==> src/rtl/adaptive_threshold_pkg.sv <==
// adaptive_threshold_pkg: shared state encoding and binary pixel levels for the thresholding sequencer
package adaptive_threshold_pkg;
    typedef enum logic [2:0] {
        IDLE   = 3'd0,
        PREP   = 3'd1,
        BOX    = 3'd2,
        THRESH = 3'd3,
        FLUSH  = 3'd4,
        DONE   = 3'd5
    } state_e;
    localparam logic [7:0] BIN_HIGH = 8'hFF;
    localparam logic [7:0] BIN_LOW  = 8'h00;
endpackage

==> src/rtl/raster_scan_counter.sv <==
// raster_scan_counter: column-fastest raster address counter that parks on the last pixel
module raster_scan_counter #(
    parameter int WIDTH_BITS  = 7,
    parameter int HEIGHT_BITS = 7
) (
    input  logic                   clock,
    input  logic                   reset,
    input  logic                   clear_i,
    input  logic                   en_i,
    output logic [WIDTH_BITS-1:0]  col_o,
    output logic [HEIGHT_BITS-1:0] row_o,
    output logic                   last_o
);
    logic [WIDTH_BITS-1:0]  col_q, col_d;
    logic [HEIGHT_BITS-1:0] row_q, row_d;
    assign last_o = (&col_q) && (&row_q);
    assign col_o  = col_q;
    assign row_o  = row_q;
    // Holding at the last pixel avoids a spurious wrap back to (0,0).
    always_comb begin
        col_d = (en_i && !last_o) ? col_q + 1'b1 : col_q;
        row_d = (en_i && !last_o && (&col_q)) ? row_q + 1'b1 : row_q;
    end
    always_ff @(posedge clock) begin
        if (reset || clear_i) begin
            col_q <= '0;
            row_q <= '0;
        end else begin
            col_q <= col_d;
            row_q <= row_d;
        end
    end
endmodule

==> src/rtl/adaptive_threshold_sequencer.sv <==
// adaptive_threshold_sequencer: runs box_filter, then scans every pixel and writes
// a binary result comparing pixel+offset against the local mean.
module adaptive_threshold_sequencer
    import adaptive_threshold_pkg::*;
#(
    parameter int WIDTH_BITS  = 7,
    parameter int HEIGHT_BITS = 7
) (
    input  logic                   clock,
    input  logic                   reset,
    input  logic                   iStart,
    input  logic [7:0]             iOffset,
    output logic                   oBusy,
    output logic                   oDone,
    output logic                   oBoxReset,
    input  logic                   iBoxFinished,
    input  logic [WIDTH_BITS-1:0]  iBoxImageCol,
    input  logic [HEIGHT_BITS-1:0] iBoxImageRow,
    output logic [WIDTH_BITS-1:0]  oImageCol,
    output logic [HEIGHT_BITS-1:0] oImageRow,
    input  logic [7:0]             iImageData,
    output logic [WIDTH_BITS-1:0]  oMidRdCol,
    output logic [HEIGHT_BITS-1:0] oMidRdRow,
    input  logic [7:0]             iMidRdData,
    output logic [WIDTH_BITS-1:0]  oOutCol,
    output logic [HEIGHT_BITS-1:0] oOutRow,
    output logic [7:0]             oOutData,
    output logic                   oOutWren
);
    state_e                 state_q, state_d;
    logic [7:0]             offset_q, offset_d;
    logic                   vld_q, vld_d;
    logic [WIDTH_BITS-1:0]  out_col_q, out_col_d, scan_col;
    logic [HEIGHT_BITS-1:0] out_row_q, out_row_d, scan_row;
    logic                   scan_last, in_thresh, in_box_phase;
    logic [8:0]             sum;

    assign in_thresh    = (state_q == THRESH);
    assign in_box_phase = (state_q == PREP) || (state_q == BOX);

    raster_scan_counter #(
        .WIDTH_BITS (WIDTH_BITS),
        .HEIGHT_BITS(HEIGHT_BITS)
    ) u_scan (
        .clock  (clock),
        .reset  (reset),
        .clear_i(!in_thresh),
        .en_i   (in_thresh),
        .col_o  (scan_col),
        .row_o  (scan_row),
        .last_o (scan_last)
    );

    always_comb begin
        state_d = state_q;
        case (state_q)
            IDLE:    state_d = iStart ? PREP : IDLE;
            PREP:    state_d = BOX;
            BOX:     state_d = iBoxFinished ? THRESH : BOX;
            THRESH:  state_d = scan_last ? FLUSH : THRESH;
            FLUSH:   state_d = DONE;
            DONE:    state_d = iStart ? PREP : DONE;
            default: state_d = IDLE;
        endcase
        offset_d  = (state_q == PREP) ? iOffset : offset_q;
        vld_d     = in_thresh;
        out_col_d = in_thresh ? scan_col : out_col_q;
        out_row_d = in_thresh ? scan_row : out_row_q;
    end

    always_ff @(posedge clock) begin
        if (reset) begin
            state_q   <= IDLE;
            offset_q  <= '0;
            vld_q     <= 1'b0;
            out_col_q <= '0;
            out_row_q <= '0;
        end else begin
            state_q   <= state_d;
            offset_q  <= offset_d;
            vld_q     <= vld_d;
            out_col_q <= out_col_d;
            out_row_q <= out_row_d;
        end
    end

    // The 9-bit sum keeps pixel+offset from wrapping past 255.
    assign sum       = {1'b0, iImageData} + {1'b0, offset_q};
    assign oOutData  = (vld_q && (sum >= {1'b0, iMidRdData})) ? BIN_HIGH : BIN_LOW;
    assign oOutWren  = vld_q;
    assign oOutCol   = out_col_q;
    assign oOutRow   = out_row_q;
    assign oBusy     = in_box_phase || in_thresh || (state_q == FLUSH);
    assign oDone     = (state_q == DONE);
    assign oBoxReset = (state_q == IDLE) || (state_q == PREP) || (state_q == DONE);
    assign oImageCol = in_box_phase ? iBoxImageCol : (in_thresh ? scan_col : '0);
    assign oImageRow = in_box_phase ? iBoxImageRow : (in_thresh ? scan_row : '0);
    assign oMidRdCol = in_thresh ? scan_col : '0;
    assign oMidRdRow = in_thresh ? scan_row : '0;
endmodule

==> config.mk <==
export PLATFORM = sky130hd
export DESIGN_NAME = adaptive_threshold_sequencer
export DESIGN_NICKNAME = d
export VERILOG_FILES = /design/src/rtl/adaptive_threshold_pkg.sv /design/src/rtl/raster_scan_counter.sv /design/src/rtl/adaptive_threshold_sequencer.sv
export SDC_FILE = /design/constraint.sdc
export NUM_CORES = 1
export LEC_CHECK = 0
export CAP_MARGIN = 20
export CORE_MARGIN = 4
export CORE_UTILIZATION = 45
export CTS_CLUSTER_DIAMETER = 200
export DETAILED_ROUTE_END_ITERATION = 8
export PLACE_DENSITY = 0.87
export SYNTH_ARGS = -nofsm -noshare
export SYNTH_HDL_FRONTEND = slang
export SYNTH_HIERARCHICAL = 1
export SYNTH_SLANG_ARGS = --single-unit
==> constraint.sdc <==
create_clock -name clock -period 5.2 [get_ports clock]
set_input_delay 1.3 -clock clock [delete_from_list [all_inputs] [get_ports clock]]
set_output_delay 1.3 -clock clock [all_outputs]
set_load 0.005 [all_outputs]
==> results.tsv <==
stage	metric	value	unit
pwr	Leak Pwr	1.76	nW
critical_path	crit-path most repeated cell	buf_6	
global_route	initial antenna violation count	0	
floorplanning	Initial Util	46.6	%
pwr	Flop pwr share	40.5	%
final_layout	share of layout cells above drive strength 1	20.3	%
sta	slew margin rel.	43.2	%
clock_network	Worst-path clk slew	0.08	ns
yosys	synth warn	6	
place	I/O Buffers	95	
critical_path	CP arrival	3.86	ns
floorplanning	die area	0.00701	mm2
clock_network	# hold bufs at CTS	0	
run_status	outcome	completed	
drt	Final ANT Viol Nets	0	
place	placed cells	478	
final_layout	antenna cells	0	
final_layout	fill cell count	454	
place	Final Wtd Congestion	0.914	
yosys	syn avg cell area	8.00	um2
global_route	largest net degree at the start of global routing	22	
yosys	register area share after synthesis	31.0	%
final_layout	fin area	0.00383	mm2
yosys	top-count cell post-synth	nand2_1	
final_layout	Final Non-Filler Cells	495	
hold_path	type of the worst min-delay path	flop to flop	
sta	f_max	194	MHz
sta	final period utilization	99.1	%
clock_network	Skew-Pair Late Insertion Delay	0.29	ns
yosys	top area cells in the synthesized netlist	dfxtp_1 31%, ha_1 8.7%, nand2_1 8.4%	
floorplanning	I/O pins	96	
critical_path	largest delay contributor family on the critical path	compound AO/OA/AOI/OAI gates	
drt	1st-iter DRT viols	76	
sta	final hold slack	0.455	ns
final_layout	register area	801	um2
clock_network	buffer levels on the longest clock path	2	
drt	DR vias/cell	5.20	
sta	fin crit period	5.16	ns
pwr	P per Cell Area	205	mW/mm2
clock_network	Sink Count	40	
sta	Final Hold Viols	0	
critical_path	Worst setup SP type	input pin	
pwr	worst vdd ir	0.182	mV
yosys	post-synth top area cell	dfxtp_1	
critical_path	slowest stage delay, CP	0.36	ns
sta	Final setup viols	0	
critical_path	slowest CP cell	fa_2	
sta	setup TNS	0	ns
drt	via count	2574	
drt	drt wl/cell	15.4	um
sta	Pins Over Slew Limit	0	
clock_network	clock tree from TritonCTS	built	
drt	WL final	7.62	mm
critical_path	Worst EP required	3.90	ns
sta	unrepaired setup endpoints after global routing	yes	
sta	Clock Skews	0.00512	ns
pwr	Power Internal	0.571	mW
flow_run	MaxCap Viol Count	0	
sta	setup ws final	0.0448	ns
drt	number of iterations in the first detailed-routing pass	4	
global_route	gr usage total	20.5	%
critical_path	worst-path cell chain	buf_6 > ha_4 > inv_2 > fa_2 > nor2b_4 > o31ai_4 > a21boi_1 > ha_1 > nand4_1 > o221a_2 > nor3_2 > o31a_1 > buf_6 > buf_6	
place	Post-DP Area	0.00354	mm2
floorplanning	core area	0.00554	mm2
floorplanning	die height	83.8	um
global_route	vias in the first global route	2573	
clock_network	CTS Buf Count	5	
final_layout	Layout Utilization	69.2	%
yosys	Yosys cell types	51	
clock_network	CTS H-tree depth	2	
critical_path	CP endpoint kind	output pin	
yosys	Post-synth EDFFs	0	
global_route	first-pass GRT wire length	12.1	mm
pwr	sw frac	27.4	%
floorplanning	Die W	83.8	um
place	Post-DP HPWL	5.32	mm
pwr	switching pwr	0.215	mW
drt	DRC viols	0	
yosys	Async SR Flop Fraction	0	%
yosys	Yosys top cell area share	31.0	%
pwr	Clk pwr share	32.1	%
sta	Worst Tran Pin Value	0.848	ns
yosys	Post-Syn Nets	384	
critical_path	crit path buf inv count	4	
place	pre-CTS WS	-0.687	ns
clock_network	Clock Tree Root	clkbuf_8	
final_layout	area delta synth->final	48.5	%
critical_path	Crit Path Category	input pin to output pin	
pwr	combinational share of power	27.4	%
final_layout	multi-input logic area	0.00164	mm2
final_layout	final net count	483	
global_route	GR Overflow Total	0	
yosys	ys flop type	dfxtp_1	
yosys	Synth Register Bits	40	
pwr	Power, Total	0.786	mW
yosys	Syn Std Cell Area	0.00258	mm2
yosys	top cells by instance count after synthesis	58 x nand2_1, 40 x dfxtp_1, 31 x inv_1	
critical_path	Worst Path Max Fanout	6	
floorplanning	standard-cell rows	27	
yosys	Mapped Cells	323	
## logic make-up after synthesis
group	Yosys count	share of synthesized area (%)
fa+ha+maj	19	9.50
mux	8	3.10
compound gates	62	16.1
buf+inv	52	10.5
flops	40	31.0
simple gates	135	27.4
xor+xnor	7	2.37
## per-layer routing
layer | track usage [%] | vias up | part of all wire, %
met4 | 6.43 | 0 | 2.1
met1 | 23.5 | 1201 | 41
li1 | - | 1275 | -
met2 | 36.9 | 81 | 52
met5 | 0 | - | 0
met3 | 5.43 | 17 | 4.9
## state kept, by name, indices dropped and copies added (netlist names)
signal	count
oOutCol	7
oOutRow	7
state_q	3
u_scan/row_o	7
offset_q	8
oOutWren	1
u_scan/col_o	7
## power by group through the flow
stage | registers [mW] | clock network (mW) | logic, mW
3_3_place_gp | 0.324 | 0 | 0.177
5_1_grt | 0.320 | 0.271 | 0.233
3_5_place_dp | 0.325 | 0 | 0.184
4_1_cts | 0.318 | 0.256 | 0.194
2_1_floorplan | 0.321 | 0 | 0.102
6_report | 0.319 | 0.253 | 0.215
## worst register-to-register path: cells and delay by family (launching register included)
family                 cells  cell delay [ns]
buffers and inverters      1             0.29
flip-flops                 1             0.48
AO/OA/AOI/OAI              1             0.14
AND/OR/NAND/NOR            5             1.41
## cells in the final DEF (no fill, tap or decap), types with 4 or more instances in the layout
cell	netlist	layout
dfxtp_1	40	40
inv_1	31	29
ha_4	0	4
nor2_1	22	20
nand2_4	10	10
nand3_1	7	7
clkbuf_8	0	5
buf_4	11	13
o21ai_0	12	10
nand4_1	7	7
a21oi_2	9	10
mux2i_1	8	8
clkdlybuf4s50_1	0	82
ha_1	18	12
clkbuf_2	2	6
buf_6	1	8
a21oi_1	21	20
nor4_1	5	5
xnor2_1	6	6
nand2_1	58	58
or3_1	4	4
## cell type report
cell class | count | share of cell area (%)
clock inverter | 3 | 1.11
timing repair buffer | 112 | 27.7
clock buffer | 5 | 1.79
tap | 72 | 2.35
inverter | 32 | 3.26
sequential | 40 | 20.9
multi-input combinational | 231 | 42.9
## what timing repair did
item	in CTS	in global routing
pin swaps	10	18
setup endpoints to repair	8	8
setup buffers	7	4
resized for setup	47	29
## path summary, 6_finish.rpt
path                           start                            to  slack (ns)  cells past startpoint
max reg2reg    state_q[1]$_SDFF_PP0_  u_scan/row_o[3]$_SDFFE_PP0P_        2.83                      7
max                    iImageData[0]                   oOutData[6]        0.04                     14
min          oOutCol[2]$_SDFFE_PP0P_       oOutCol[2]$_SDFFE_PP0P_        0.46                      2
min reg2reg  oOutCol[2]$_SDFFE_PP0P_       oOutCol[2]$_SDFFE_PP0P_        0.46                      2
No activity file was read; power rests on OpenSTA's default activity.
